## config.mk

```make
export PLATFORM = sky130hd
export DESIGN_NAME = axis_packet_counter
export DESIGN_NICKNAME = d
export VERILOG_FILES = /design/src/rtl/axis_packet_counter.sv
export SDC_FILE = /design/constraint.sdc
export NUM_CORES = 1
export LEC_CHECK = 0
export ABC_AREA = 1
export ABC_CLOCK_PERIOD_IN_PS = 4400
export CORE_MARGIN = 2
export CORE_UTILIZATION = 30
export CTS_CLUSTER_SIZE = 40
export DETAILED_ROUTE_END_ITERATION = 8
export DONT_BUFFER_PORTS = 1
export PLACE_DENSITY = 0.52
export SYNTH_ARGS = -nofsm -noshare
export SYNTH_HDL_FRONTEND = slang
export SYNTH_SLANG_ARGS = --single-unit
```

## constraint.sdc

```tcl
create_clock -name aclk -period 4.4 [get_ports aclk]
set_input_delay 0.44 -clock aclk [delete_from_list [all_inputs] [get_ports aclk]]
set_output_delay 0.44 -clock aclk [all_outputs]
set_load 0.02 [all_outputs]
```

## src/rtl/axis_packet_counter.sv

```systemverilog
// Inline AXI-Stream monitor. Each packet gets a {beats, bytes} record in a small result FIFO.
// When AXIS_PACKET_COUNTER_SAT_EN is defined the counters saturate; otherwise they wrap.
module axis_packet_counter #(
  parameter int unsigned AXIS_BYTES   = 4,
  parameter int unsigned COUNTER_BITS = 32,
  parameter int unsigned RESULT_DEPTH = 4
) (
  input  logic                      aclk,
  input  logic                      areset,
  input  logic                      s_axis_tvalid,
  output logic                      s_axis_tready,
  input  logic                      s_axis_tlast,
  input  logic [AXIS_BYTES*8-1:0]   s_axis_tdata,
  input  logic [AXIS_BYTES-1:0]     s_axis_tkeep,
  output logic                      m_axis_tvalid,
  input  logic                      m_axis_tready,
  output logic                      m_axis_tlast,
  output logic [AXIS_BYTES*8-1:0]   m_axis_tdata,
  output logic [AXIS_BYTES-1:0]     m_axis_tkeep,
  output logic                      r_valid,
  input  logic                      r_ready,
  output logic [COUNTER_BITS-1:0]   r_beats,
  output logic [COUNTER_BITS-1:0]   r_bytes,
  output logic [COUNTER_BITS-1:0]   packets,
  output logic                      overflow
);

  localparam int unsigned PTR_W = $clog2(RESULT_DEPTH);
  localparam int unsigned KC_W  = $clog2(AXIS_BYTES + 1);
  localparam int unsigned SUM_W = COUNTER_BITS + 1;

  logic [COUNTER_BITS-1:0] r_beat_acc;
  logic [COUNTER_BITS-1:0] r_byte_acc;
  logic [COUNTER_BITS-1:0] r_packets;
  logic                    r_overflow;
  logic [PTR_W:0]          r_wr_ptr;
  logic [PTR_W:0]          r_rd_ptr;
  logic [COUNTER_BITS-1:0] r_mem_beats [RESULT_DEPTH];
  logic [COUNTER_BITS-1:0] r_mem_bytes [RESULT_DEPTH];

  logic [KC_W-1:0]         w_kc;
  logic [SUM_W-1:0]        w_beat_sum;
  logic [SUM_W-1:0]        w_byte_sum;
  logic [SUM_W-1:0]        w_pkt_sum;
  logic [COUNTER_BITS-1:0] w_beat_nxt;
  logic [COUNTER_BITS-1:0] w_byte_nxt;
  logic [COUNTER_BITS-1:0] w_pkt_nxt;
  logic                    w_full;
  logic                    w_empty;
  logic                    w_stall;
  logic                    w_fire;
  logic                    w_push;
  logic                    w_pop;
  logic                    w_ovf;

  // Hold only the tlast beat while full, so a packet's record always has a slot.
  assign w_full  = (r_wr_ptr ^ r_rd_ptr) == {1'b1, {PTR_W{1'b0}}};
  assign w_empty = (r_wr_ptr == r_rd_ptr);
  assign w_stall = s_axis_tlast && w_full;

  assign m_axis_tvalid = s_axis_tvalid && !w_stall;
  assign s_axis_tready = m_axis_tready && !w_stall;
  assign m_axis_tlast  = s_axis_tlast;
  assign m_axis_tdata  = s_axis_tdata;
  assign m_axis_tkeep  = s_axis_tkeep;

  assign w_fire = s_axis_tvalid && s_axis_tready;
  assign w_push = w_fire && s_axis_tlast;
  assign w_pop  = !w_empty && r_ready;

  always_comb begin
    w_kc = '0;
    for (int unsigned i = 0; i < AXIS_BYTES; i++) begin
      w_kc = w_kc + KC_W'(s_axis_tkeep[i]);
    end
  end

  // One extra sum bit flags the increment that leaves the counter range.
  always_comb begin
    w_beat_sum = SUM_W'(r_beat_acc) + SUM_W'(1);
    w_byte_sum = SUM_W'(r_byte_acc) + SUM_W'(w_kc);
    w_pkt_sum  = SUM_W'(r_packets) + SUM_W'(1);
`ifdef AXIS_PACKET_COUNTER_SAT_EN
    w_beat_nxt = w_beat_sum[COUNTER_BITS] ? '1 : w_beat_sum[COUNTER_BITS-1:0];
    w_byte_nxt = w_byte_sum[COUNTER_BITS] ? '1 : w_byte_sum[COUNTER_BITS-1:0];
    w_pkt_nxt  = w_pkt_sum[COUNTER_BITS]  ? '1 : w_pkt_sum[COUNTER_BITS-1:0];
`else
    w_beat_nxt = w_beat_sum[COUNTER_BITS-1:0];
    w_byte_nxt = w_byte_sum[COUNTER_BITS-1:0];
    w_pkt_nxt  = w_pkt_sum[COUNTER_BITS-1:0];
`endif
    w_ovf = w_fire && (w_beat_sum[COUNTER_BITS] || w_byte_sum[COUNTER_BITS] ||
                       (s_axis_tlast && w_pkt_sum[COUNTER_BITS]));
  end

  always_ff @(posedge aclk or posedge areset) begin
    if (areset) begin
      r_beat_acc <= '0;
      r_byte_acc <= '0;
      r_packets  <= '0;
      r_overflow <= 1'b0;
      r_wr_ptr   <= '0;
      r_rd_ptr   <= '0;
    end else begin
      if (w_fire) begin
        if (s_axis_tlast) begin
          r_beat_acc <= '0;
          r_byte_acc <= '0;
          r_packets  <= w_pkt_nxt;
        end else begin
          r_beat_acc <= w_beat_nxt;
          r_byte_acc <= w_byte_nxt;
        end
      end
      if (w_ovf) begin
        r_overflow <= 1'b1;
      end
      if (w_push) begin
        r_wr_ptr <= r_wr_ptr + (PTR_W+1)'(1);
      end
      if (w_pop) begin
        r_rd_ptr <= r_rd_ptr + (PTR_W+1)'(1);
      end
    end
  end

  // Record storage needs no reset: entries are only read behind the write pointer.
  always_ff @(posedge aclk) begin
    if (w_push) begin
      r_mem_beats[r_wr_ptr[PTR_W-1:0]] <= w_beat_nxt;
      r_mem_bytes[r_wr_ptr[PTR_W-1:0]] <= w_byte_nxt;
    end
  end

  assign r_valid  = !w_empty;
  assign r_beats  = r_mem_beats[r_rd_ptr[PTR_W-1:0]];
  assign r_bytes  = r_mem_bytes[r_rd_ptr[PTR_W-1:0]];
  assign packets  = r_packets;
  assign overflow = r_overflow;

endmodule

```

-- Word level (Yosys, flattened, before mapping)
Memory sizes are Yosys's and may differ from the RTL's.
Index checks and enable logic that the tools add are counted.
- output and inout port bits: 137
- memories: 2
- logic and storage cells: 36
- register bits: 103
- input bits: 42
- memory bits (writable): 256
- add/sub/neg operators: 8
- muxes and demuxes: 4
- eq/ne operators: 2
- reduce and logical (&&, ||, !) cells: 13
- bitwise operators: 1
- memory list (name ; words ; bits a word ; read ports ; clocked after memory_dff ; wr ports ; RTL line ; text):
    r_mem_beats ; 4 ; 32 ; 1 ; 0 ; 1 ; 38 ; logic [COUNTER_BITS-1:0] r_mem_beats [RESULT_DEPTH];
    r_mem_bytes ; 4 ; 32 ; 1 ; 0 ; 1 ; 39 ; logic [COUNTER_BITS-1:0] r_mem_bytes [RESULT_DEPTH];
- operators by type and width (cell ; number):
    $add 32x1->33 const B ; 2
    $mux 32 ; 2
    $add 32x3->33 ; 1
    $logic_and 1x1->1 ; 8
    $add 3x1->3 const B ; 2
    $add 2x1->3 ; 1
    $add 3x1->3 ; 1
    $eq 3x3->1 ; 1
    $eq 3x3->1 const B ; 1
    $xor 3x3->3 ; 1
    $add 1x1->2 ; 1
    $logic_not 1->1 ; 2
    $logic_or 1x1->1 ; 2
    $mux 1 ; 2
    $reduce_and 2->1 ; 1

-- Longest topological paths before layout
Gate-level depths: netlist of the first run.
- depth after elaboration: 9
- gate-level depth with buffers: 14
- gate-level depth less buffers: 14

-- Least setup slack after synthesis of the first run
Ideal clock, no wire load.
- path type: register to register
- start point: register r_wr_ptr[0]
- end point: memory r_mem_beats[0][0], enable pin
- path slack: 0.168 ns
- library setup time: 0.487 ns
- required time: 3.913 ns
- period minus slack after synthesis: 4.232 ns
- arrival: 3.745 ns
- cell stages (with the launch flop): 6
- path buffers: 1
- path through: dfrtp_1 -> xnor2_1 -> nand3_1 -> nand4_4 -> clkbuf_1 -> nor2_1
- longest elaborated chain between the ends: 9
- RTL lines (element ; RTL line ; text):
    from (decl) ; 36 ; logic [PTR_W:0] r_wr_ptr;
    from (signal assigned) ; 119 ; r_wr_ptr <= r_wr_ptr + (PTR_W+1)'(1);
    $xor 3x3->3 ; 57 ; assign w_full = (r_wr_ptr ^ r_rd_ptr) == {1'b1, {PTR_W{1'b0}}};
    $eq 3x3->1 ; 57 ;
    $logic_and 1x1->1 ; 59 ; assign w_stall = s_axis_tlast && w_full;
    $logic_not 1->1 ; 62 ; assign s_axis_tready = m_axis_tready && !w_stall;
    $logic_and 1x1->1 ; 62 ;
    $logic_and 1x1->1 ; 67 ; assign w_fire = s_axis_tvalid && s_axis_tready;
    $logic_and 1x1->1 ; 68 ; assign w_push = w_fire && s_axis_tlast;
    $mux 1 ; 129 ; if (w_push) begin
    $mux 1 (implied by the code) ; 130 ; r_mem_beats[r_wr_ptr[PTR_W-1:0]] <= w_beat_nxt;
    to (decl) ; 38 ;
Parallel ways exist; a longest one is shown, timed or not.

-- Final worst setup path of the first run
- start point: register r_rd_ptr[1]
- end point: output r_beats[28]
- longest elaborated chain between the ends: 1
- RTL lines (element ; RTL line ; text):
    from (decl) ; 37 ; logic [PTR_W:0] r_rd_ptr;
    from (signal assigned) ; 122 ; r_rd_ptr <= r_rd_ptr + (PTR_W+1)'(1);
    $mem_v2 4x32 ; n/a ;
    to (decl) ; 22 ; output logic [COUNTER_BITS-1:0] r_beats,
Every way passes these cells.

==> out/summary.md, run 1 <==
• **sink count of the clock tree** 359
• **Placer Congestion** 0.8819
• **Final HPWL DP** 28010 um
• **static power due to leakage** 7.216 nW
• **CTS clk-pin slew, worst paths** 60 ps
• **non-filler cells in the finished layout** 2500
• **number of placed instances, taps included** 2423
• **Mapped Area** 0.01671 mm2
• **total congestion overflow after global routing** 0
• **R2R setup slack** 1700 ps
• **Initial Utilization** 30.33%
• **Total Routing Usage GR** 15.00%
• **Worst Skew** 17.06 ps
• **detailed-route wire length per cell** 17.12 um
• **max frequency** 307.0 MHz
• **final clock period utilization by the worst path** 74.03%
• **IO buf count** 0
• **top library cells by usage in the layout, fill and taps aside** 528 x nand2_1, 264 x nor2_1, 256 x edfxtp_1
• **die boundary width** 240.0 um
• **core outline area** 0.05509 mm2
• **core utilization of the finished layout** 34.24%
• **maximum VDD drop** 0.3760 mV
• **largest driver fanout on the critical path** 29
• **Final Power** 10.40 mW
• **worst-path cell with the longest stage delay** dfrtp_2
• **worst flop-to-flop path startpoint** r_rd_ptr[1]$_DFFE_PP0P_
• **number of unique standard cell types used by synthesis** 29
• **final setup vio count** 0
• **WS Path Type** register to output port
• **peak per-stage delay on the critical path** 640 ps
• **result of the run** finished, final reports clean
• **antenna violations before repair** 0
• **clk_lat worst skew** 560 ps
• **vias** 11567
• **area growth from synthesis to final layout** 12.88%
• **TritonCTS clock tree** built
• **antenna cells** 0
• **most common library cell in the layout ignoring fill and taps** nand2_1
• **Setup TNS Final** 0 ps
• **cell-by-cell listing of the critical path** inv_2, buf_4, o21ai_0, o22ai_1
• **RSZ-0062 raised after global routing** no
• **remaining antenna violation count after routing** 0
• **Final Cell Area** 0.01887 mm2
• **Setup Fix Bufs, Post-CTS** 0
• **largest net degree at the start of global routing** 77
• **largest cells by area after synthesis** edfxtp_1 46%, dfrtp_1 15%, nand2_1 12%, nor2_1 6.0%, o21ai_0 4.7%
• **relative slew slack** 28.57%
• **number of detailed-routing iterations run before antenna repair** 4
• **min-delay worst type** input port to register
• **number of buffers inserted during clock tree synthesis** 42
• **placed cell area** 0.01739 mm2
• **first-pass GRT wire length** 66500 um
• **Synth warnings** 0
• **post-synthesis net count** 1806
• **Worst Path Required** 3960 ps
• **actual slew at the worst max-slew pin** 1070 ps
• **R2R depth** 7
• **I/O pin count** 179
• **synthesized area divided by synthesized cell count** 9.534 um2
• **FF+latch count, synth** 359
• **Min-Delay Path Depth** 2
• **buffers from clock root to sink, at most** 3
• **sequential fraction of the synthesis area** 61.42%
• **source of the worst hold timing path** r_ready
• **share of the synthesized area in the top cell type** 46.00%
• **post-layout minimum cycle time** 3258 ps
• **cell count after synthesis** 1753
• **cell type with the largest total area after synthesis** edfxtp_1
• **maxcap violations** 0
• **buffer type at the clock tree root** clkbuf_16
• **H-tree depth reported by CTS** 2
• **Total Routed Length** 42800 um
• **number of nets in the layout** 1773
• **Worst Setup End Kind** output port
• **die boundary height** 240.0 um
• **DRC viols** 0
• **number of global-route vias before repair** 11423
• **share of final-layout standard cells stronger than drive strength 1** 6.621%
• **post-DR vias/cell** 4.627
• **Hold Crit Endpoint** r_rd_ptr[0]$_DFFE_PP0P_
• **number of fill cells** 5613
• **DRT iter0 DRCs** 719
• **number of core rows** 86
• **max-slew violation total from the final report** 0
• **type of element launching the critical path** register
• **r2r endpoint** r_byte_acc[10]$_DFFE_PP0P_
• **power density relative to cell area** 551.1 mW/mm2
• **critical path arrival** 2820 ps
• **area enclosed by the die boundary** 0.05761 mm2
• **total count of hold-check failures in the final report** 0
state kept, by name (all words and copies together) (netlist names):
signal	cells
r_rd_ptr	3
overflow	1
r_byte_acc	32
r_wr_ptr	3
r_mem_beats	128
r_mem_bytes	128
r_beat_acc	32
packets	32
metal layers:
| layer | GRT usage [%] | vias to the layer above | wire length (um) | share of wire [%] |
|---|---|---|---|---|
| met2 | 25.12 | 240 | 20450 | 48 |
| li1 | - | 5703 | - | - |
| met1 | 19.17 | 5563 | 18950 | 44 |
| met4 | 4.197 | 0 | 882 | 2.1 |
| met5 | 0 | - | 0 | 0 |
| met3 | 3.823 | 61 | 2518 | 5.9 |
worst max-delay path by stage:
stage	start	end	slack, ps	depth (start not counted)
5_1_grt	r_rd_ptr[1]$_DFFE_PP0P_	r_beats[28]	930	4
4_1_cts	r_rd_ptr[1]$_DFFE_PP0P_	r_beats[28]	1000	4
3_5_place_dp	s_axis_tkeep[0]	r_mem_bytes[1][22]$_DFFE_PP_	1370	11
6_report	r_rd_ptr[1]$_DFFE_PP0P_	r_beats[28]	1140	4
2_1_floorplan	r_wr_ptr[0]$_DFFE_PP0P_	r_mem_beats[0][0]$_DFFE_PP_	170	5
3_3_place_gp	s_axis_tkeep[0]	r_mem_bytes[0][22]$_DFFE_PP_	1410	11
worst max-delay path: cells and delay by family (launching register included):
| kind | cells | cell delay (ps) |
|---|---|---|
| DFF | 1 | 640 |
| buffers and inverters | 2 | 890 |
| AOI/OAI and AO/OA | 2 | 700 |
area by class of cell:
class / instances / area [um2] / area share (%)
well taps: 748 / 935.9 / 4.961
multi-input cells: 1194 / 5533 / 29.33
inverters: 102 / 387.9 / 2.056
repair buffers: 21 / 272.8 / 1.446
clock inverters: 20 / 302.8 / 1.605
flip-flops and latches: 359 / 10270 / 54.44
clock buffers: 56 / 1164 / 6.168
cells in the mapped netlist:
master and n:
a21oi_1 1, and2_1 19, buf_1 1, buf_2 12, buf_4 43, buf_6 3
clkbuf_1 39, dfrtp_1 103, edfxtp_1 256, fa_1 3, ha_1 8, inv_1 99
inv_2 3, nand2_1 528, nand2_2 2, nand3_1 56, nand3_2 1, nand3b_1 21
nand4_1 3, nand4_4 1, nor2_1 268, nor2_2 4, nor2_4 7, o21ai_0 156
o21ai_1 2, o22ai_1 64, or2_2 3, xnor2_1 14, xor2_1 33
logic make-up (layout without fill, tap and decap cells):
logic type / Yosys count / in the layout / synth area share (%)
AO/OA/AOI/OAI: 223 / 223 / 7.157
adder cells (fa/ha/maj): 11 / 11 / 0.9583
flip-flops: 359 / 359 / 61.42
buffers and inverters: 200 / 199 / 5.682
AND/OR/NAND/NOR: 913 / 913 / 22.32
XOR/XNOR: 47 / 47 / 2.463
what timing repair did:
item,CTS,global route
hold buffers,1,0
endpoints found under the hold margin,39,0
gates resized for setup,0,0
stage by stage:
| step | setup WS (ps) | hold WS (ps) |
|---|---|---|
| floorplan | 168.4 | 453.0 |
| global placement | 1407 | 442.0 |
| detailed placement | 1373 | 450.5 |
| CTS | 999.1 | 103.9 |
| global route | 928.2 | 113.2 |
| finish | 1143 | 112.0 |
power breakdown:
part | internal (mW) | switching, mW
logic | 0.574 | 2.08
registers | 3.87 | 0.199
clock network | 2.28 | 1.40
total | 6.72 | 3.67
Note: power is estimated with default switching activity, not from simulation.
==> inputs of run 2 (changes only) <==
- ABC_CLOCK_PERIOD_IN_PS: 4400 -> 2900
- clock period: 4.4 -> 2.9 ns (I/O delays scaled with it)
==> run 2 against run 1 <==
Effect of this change:
- total power grew 58%
- wire length rose by 0.33%
- combinational power is 92% higher
- sequential share of layout area fell by 1.5 points
- core utilization rose by 0.96 points
- count of clock-buffer cells in the layout down 3
- clock skew rose by 7.4 ps
- first-iteration DRC count grew 5.0%
- flip-flop and latch count did not move
- via count up 2.3%
- largest power group unchanged
==> out/summary.md, run 2 (synthesized netlist as in run 1, its figures left out) <==
• **largest net degree at the start of global routing** 90, was 77
• **critical path arrival** 2380 ps, was 2820 ps
• **Final Cell Area** 0.01939 mm2, was 0.01887 mm2
• **crit path setup slack, layout** 228.2 ps, was 1143 ps
• **placed cell area** 0.01799 mm2, was 0.01739 mm2
• **core outline area** 0.05509 mm2, unchanged
• **total congestion overflow after global routing** 0, unchanged
• **most common library cell in the layout ignoring fill and taps** nand2_1, unchanged
• **CTS clk-pin slew, worst paths** 60 ps, about the same
• **relative slew slack** 59.64%, was 28.57%
• **static power due to leakage** 7.550 nW, was 7.216 nW
• **max-slew violation total from the final report** 0, unchanged
• **Total Routed Length** 42940 um, was 42800 um
• **number of fill cells** 5590, was 5613
• **number of global-route vias before repair** 11554, was 11423
• **register area** 0.01027 mm2, unchanged
• **die boundary width** 240.0 um, unchanged
• **Final HPWL DP** 27700 um, was 28010 um
• **result of the run** finished, final reports clean, unchanged
• **number of buffers inserted during clock tree synthesis** 41, was 42
• **first-pass GRT wire length** 66970 um, was 66500 um
• **antenna cells** 0, unchanged
• **Worst Skew** 24.45 ps, was 17.06 ps
• **maxcap violations** 0, unchanged
• **WS Path Type** register to output port, unchanged
• **area enclosed by the die boundary** 0.05761 mm2, unchanged
• **RSZ-0062 raised after global routing** no, unchanged
• **die boundary height** 240.0 um, unchanged
• **vias** 11828, was 11567
• **buffers from clock root to sink, at most** 3, unchanged
• **detailed-route wire length per cell** 16.69 um, was 17.12 um
• **sink count of the clock tree** 359, unchanged
• **area of the multi-input gates** 0.005533 mm2, unchanged
• **power density relative to cell area** 846.8 mW/mm2, was 551.1 mW/mm2
• **top library cells by usage in the layout, fill and taps aside** 528 x nand2_1, 264 x nor2_1, 256 x edfxtp_1, unchanged
• **Worst Setup End Kind** output port, unchanged
• **buffer type at the clock tree root** clkbuf_16, unchanged
• **number of detailed-routing iterations run before antenna repair** 5, was 4
• **TritonCTS clock tree** built, unchanged
• **share of final-layout standard cells stronger than drive strength 1** 10.14%, was 6.621%
• **Worst Path Required** 2610 ps, was 3960 ps
• **Setup TNS Final** 0 ps, unchanged
• **clk_lat worst skew** 570 ps, was 560 ps
• **I/O pin count** 179, unchanged
• **H-tree depth reported by CTS** 2, unchanged
• **area growth from synthesis to final layout** 16.04%, was 12.88%
• **Total Routing Usage GR** 15.06%, was 15.00%
• **post-layout minimum cycle time** 2672 ps
• **number of nets in the layout** 1845, was 1773
• **final clock period utilization by the worst path** 92.13%
• **actual slew at the worst max-slew pin** 605.4 ps, was 1070 ps
• **core utilization of the finished layout** 35.20%, was 34.24%
• **final setup vio count** 0, unchanged
• **R2R setup slack** 560 ps, was 1700 ps
• **worst setup slack before clock tree synthesis** 43.30 ps, was 1373 ps
• **remaining antenna violation count after routing** 0, unchanged
• **min-delay worst type** input port to register, unchanged
• **antenna violations before repair** 0, unchanged
• **post-DR vias/cell** 4.597, was 4.627
• **maximum VDD drop** 0.4455 mV, was 0.3760 mV
• **number of core rows** 86, unchanged
• **Placer Congestion** 0.8962, was 0.8819
• **max frequency** 374.3 MHz
• **total count of hold-check failures in the final report** 0, unchanged
• **IO buf count** 0, unchanged
• **DRC viols** 0, unchanged
• **type of element launching the critical path** register, unchanged
• **DRT iter0 DRCs** 755, was 719
• **largest driver fanout on the critical path** 34, was 29
• **Initial Utilization** 30.33%, unchanged
[run 2: cell count changes in the layout (fill, tap and decap cells not counted), moves of 3 or more]
cell,before,now
bufinv_16,7,4
clkinv_1,3,6
clkbuf_8,6,2
buf_4,11,77
buf_12,9,14
[run 2: layer usage]
layer | vias to the layer above | GRT usage, % | routed length, um
met4 | 0 | 3.275 | 624
met3 | 45 | 3.594 | 2418
met2 | 242 | 25.44 | 20610
li1 | 5857 | - | -
met1 | 5684 | 19.59 | 19290
met5 | - | 0 | 0
[run 2: path summary, 6_finish.rpt]
kind                                           start                           end  cells after the start
hold / removal                          s_axis_tlast  r_mem_bytes[0][31]$_DFFE_PP_                      2
hold reg to reg            r_byte_acc[0]$_DFFE_PP0P_     r_byte_acc[0]$_DFFE_PP0P_                      2
max in group asynchronous                     areset       r_rd_ptr[0]$_DFFE_PP0P_                      3
min in group asynchronous                     areset       packets[31]$_DFFE_PP0P_                      2
setup / recovery             r_rd_ptr[1]$_DFFE_PP0P_                   r_bytes[24]                      5
setup reg to reg           r_byte_acc[0]$_DFFE_PP0P_  r_mem_bytes[3][22]$_DFFE_PP_                     10
[run 2: stage by stage]
| stage | hold slack [ps] | total power [mW] | cells |
|---|---|---|---|
| floorplan | 453.0 | 9.229 | 1753 |
| global placement | 202.2 | 11.40 | 2495 |
| detailed placement | 211.2 | 11.46 | 2495 |
| CTS | 83.94 | 16.73 | 2573 |
| global route | 101.5 | 17.32 | 2573 |
| finish | 113.8 | 16.42 | 2573 |
[run 2: what timing repair did]
item                                    in CTS  in global routing
endpoints found under the setup margin       2                  0
gates resized for setup                      1                  0
hold buffers                                 2                  0
hold endpoints to repair                    17                  0
buffers inserted                             0                  0
[run 2: worst max-delay path: stages, from the launching register on]
cell and delay, ps:
dfrtp_2 450, inv_2 310, buf_12 270, o21ai_0 120, o22ai_1 400, buf_4 240
[run 2: cell type report]
type	count	share of cell area, %
Sequential cell	359	52.96
Multi-Input combinational cell	1194	28.53
Clock buffer	53	5.846
Tap cell	748	4.826
Timing Repair Buffer	94	4.587
Inverter	102	2.007
Clock inverter	23	1.245
[run 2: report_power, final]
part | leakage [nW] | internal [mW] | switching, mW | total (mW)
Sequential | 3.76 | 5.87 | 0.234 | 6.11
Clock | 0.678 | 3.14 | 2.08 | 5.22
Combinational | 3.12 | 1.68 | 3.42 | 5.09
==> inputs of run 3 (changes only) <==
- CORE_MARGIN: 2 -> 4
==> run 3 against run 2 <==
Effect of this change:
- flip-flop and latch count is the same
- core utilization hardly changed
- hold slack improved by 19 ps
- critical path depth down 1
- critical path type unchanged
- via count rose by 0.27%
- highest routed layer is now met5
==> out/summary.md, run 3 (synthesized netlist as in run 1, its figures left out) <==
• **vias** 11860, was 11828
• **number of global-route vias before repair** 11540, was 11554
• **Placer Congestion** 0.8634, was 0.8962
• **R2R setup slack** 610 ps, was 560 ps
• **Worst Path Required** 2610 ps, about the same
• **relative slew slack** 32.54%, was 59.64%
• **max-slew violation total from the final report** 0, unchanged
• **number of detailed-routing iterations run before antenna repair** 5, unchanged
• **most common library cell in the layout ignoring fill and taps** nand2_1, unchanged
• **min-delay worst type** input port to register, unchanged
• **WS Path Type** register to output port, unchanged
• **Buffers & Inverters on Critical Path** 2, was 3
• **total count of hold-check failures in the final report** 0, unchanged
• **Worst Hold Slack** 132.4 ps, was 113.8 ps
• **Worst Skew** 33.20 ps, was 24.45 ps
• **WP depth** 4, was 5
• **worst setup slack before clock tree synthesis** 77.51 ps, was 43.30 ps
• **DRC viols** 0, unchanged
• **sink count of the clock tree** 359, unchanged
• **number of fill cells** 5587, was 5590
• **clk_lat worst skew** 580 ps, was 570 ps
• **DRT iter0 DRCs** 700, was 755
• **buffer type at the clock tree root** clkbuf_16, unchanged
• **maximum VDD drop** 0.3779 mV, was 0.4455 mV
• **share of final-layout standard cells stronger than drive strength 1** 10.24%, was 10.14%
• **number of buffers inserted during clock tree synthesis** 42, was 41
• **remaining antenna violation count after routing** 0, unchanged
• **largest driver fanout on the critical path** 47, was 34
• **final setup vio count** 0, unchanged
• **CTS clk-pin slew, worst paths** 60 ps, about the same
• **launching instance or port of the critical path** r_rd_ptr[1]$_DFFE_PP0P_, unchanged
• **register area** 0.01027 mm2, unchanged
• **Initial Utilization** 30.33%, unchanged
• **static power due to leakage** 7.537 nW, was 7.550 nW
• **buffers from clock root to sink, at most** 3, unchanged
• **worst flop-to-flop path startpoint** r_rd_ptr[0]$_DFFE_PP0P_, was r_byte_acc[0]$_DFFE_PP0P_
• **antenna violations before repair** 1, was 0
• **final clock period utilization by the worst path** 94.16%, was 92.13%
• **Worst Setup End Kind** output port, unchanged
• **core outline area** 0.05509 mm2, unchanged
• **Setup TNS Final** 0 ps, unchanged
• **CTS-repair resized insts** 0, was 1
• **largest net degree at the start of global routing** 95, was 90
• **Total Routed Length** 42940 um, unchanged
• **cell-by-cell listing of the critical path** buf_4, o21ai_0, o22ai_1, buf_4, was inv_2, buf_12, o21ai_0, o22ai_1, buf_4
• **die boundary height** 244.0 um, was 240.0 um
• **r2r endpoint** r_mem_beats[0][4]$_DFFE_PP_, was r_mem_bytes[3][22]$_DFFE_PP_
• **post-layout minimum cycle time** 2730 ps, was 2672 ps
• **delay-heaviest family, CP** buffers and inverters, unchanged
• **critical path arrival** 2440 ps, was 2380 ps
• **destination of the critical timing path** r_bytes[30], was r_bytes[24]
• **Final Cell Area** 0.01939 mm2, about the same
• **top library cells by usage in the layout, fill and taps aside** 528 x nand2_1, 264 x nor2_1, 256 x edfxtp_1, unchanged
• **peak per-stage delay on the critical path** 540 ps, was 450 ps
• **area enclosed by the die boundary** 0.05955 mm2, was 0.05761 mm2
• **Total Routing Usage GR** 14.22%, was 15.06%
• **I/O pin count** 179, unchanged
• **total congestion overflow after global routing** 0, unchanged
• **antenna cells** 0, unchanged
• **max frequency** 366.2 MHz, was 374.3 MHz
• **die boundary width** 244.0 um, was 240.0 um
• **IO buf count** 0, unchanged
• **actual slew at the worst max-slew pin** 1010 ps, was 605.4 ps
• **number of core rows** 86, unchanged
• **first-pass GRT wire length** 67040 um, was 66970 um
• **Final HPWL DP** 27970 um, was 27700 um
• **TritonCTS clock tree** built, unchanged
• **area of the multi-input gates** 0.005533 mm2, unchanged
• **type of element launching the critical path** register, unchanged
• **worst-path cell with the longest stage delay** buf_4, was dfrtp_2
• **placed cell area** 0.01799 mm2, about the same
• **Setup Fix Bufs, Post-CTS** 0, unchanged
• **area growth from synthesis to final layout** 16.01%, was 16.04%
• **post-DR vias/cell** 4.608, was 4.597
• **Most common cell on crit path** buf_4
• **result of the run** finished, final reports clean, unchanged
• **R2R depth** 5, was 10
• **detailed-route wire length per cell** 16.68 um, was 16.69 um
• **RSZ-0062 raised after global routing** no, unchanged
• **H-tree depth reported by CTS** 2, unchanged
• **number of nets in the layout** 1845, unchanged
• **maxcap violations** 0, unchanged
• **Final Power** 16.44 mW, was 16.42 mW
• **crit path setup slack, layout** 169.5 ps, was 228.2 ps
• **power density relative to cell area** 848.1 mW/mm2, was 846.8 mW/mm2
-- run 3: report_power, final --
group	total (mW)	switching, mW	internal [mW]
Combinational	5.10	3.41	1.68
Clock	5.23	2.16	3.07
Sequential	6.12	0.245	5.87
-- run 3: repair_timing --
| action | 4_1_cts | 5_1_grt |
|---|---|---|
| hold buffers | 2 | 0 |
| hold endpoints to repair | 41 | 0 |
| setup endpoints to repair | 0 | 0 |
-- run 3: worst min-delay path by stage --
stage,slack [ps],from,cells after the start,to
floorplan,450,r_byte_acc[0]$_DFFE_PP0P_,2,r_byte_acc[0]$_DFFE_PP0P_
global placement,440,areset,1,packets[30]$_DFFE_PP0P_
detailed placement,440,areset,1,packets[30]$_DFFE_PP0P_
CTS,110,s_axis_tkeep[2],3,r_byte_acc[0]$_DFFE_PP0P_
global route,190,s_axis_tkeep[2],3,r_byte_acc[0]$_DFFE_PP0P_
finish,130,s_axis_tkeep[2],3,r_byte_acc[0]$_DFFE_PP0P_
-- run 3: final cells by class --
class,instances,area share [%]
multi-input cells,1194,28.54
clock inverters,18,1.000
clock buffers,60,6.131
inverters,102,2.007
well taps,748,4.827
flip-flops and latches,359,52.97
repair buffers,93,4.530
-- run 3: tightest hold or removal path: stages --
cell and delay [ps]:
inv_1 60, fa_1 190, o21ai_0 100
-- run 3: metrics by stage --
stage,cells,utilization (%)
2_1_floorplan,1753,-
3_3_place_gp,2494,32.65
3_5_place_dp,2494,32.65
4_1_cts,2574,35.19
5_1_grt,2574,35.19
6_report,2574,35.19
-- run 3: layer usage --
layer | vias to the layer above | wire length (um) | share of wire [%] | track usage [%]
li1 | 5861 | - | - | -
met5 | - | 20 | 0.047 | 0
met2 | 239 | 20770 | 48 | 23.96
met4 | 2 | 1132 | 2.6 | 4.523
met3 | 69 | 2221 | 5.2 | 3.081
met1 | 5689 | 18800 | 44 | 18.36
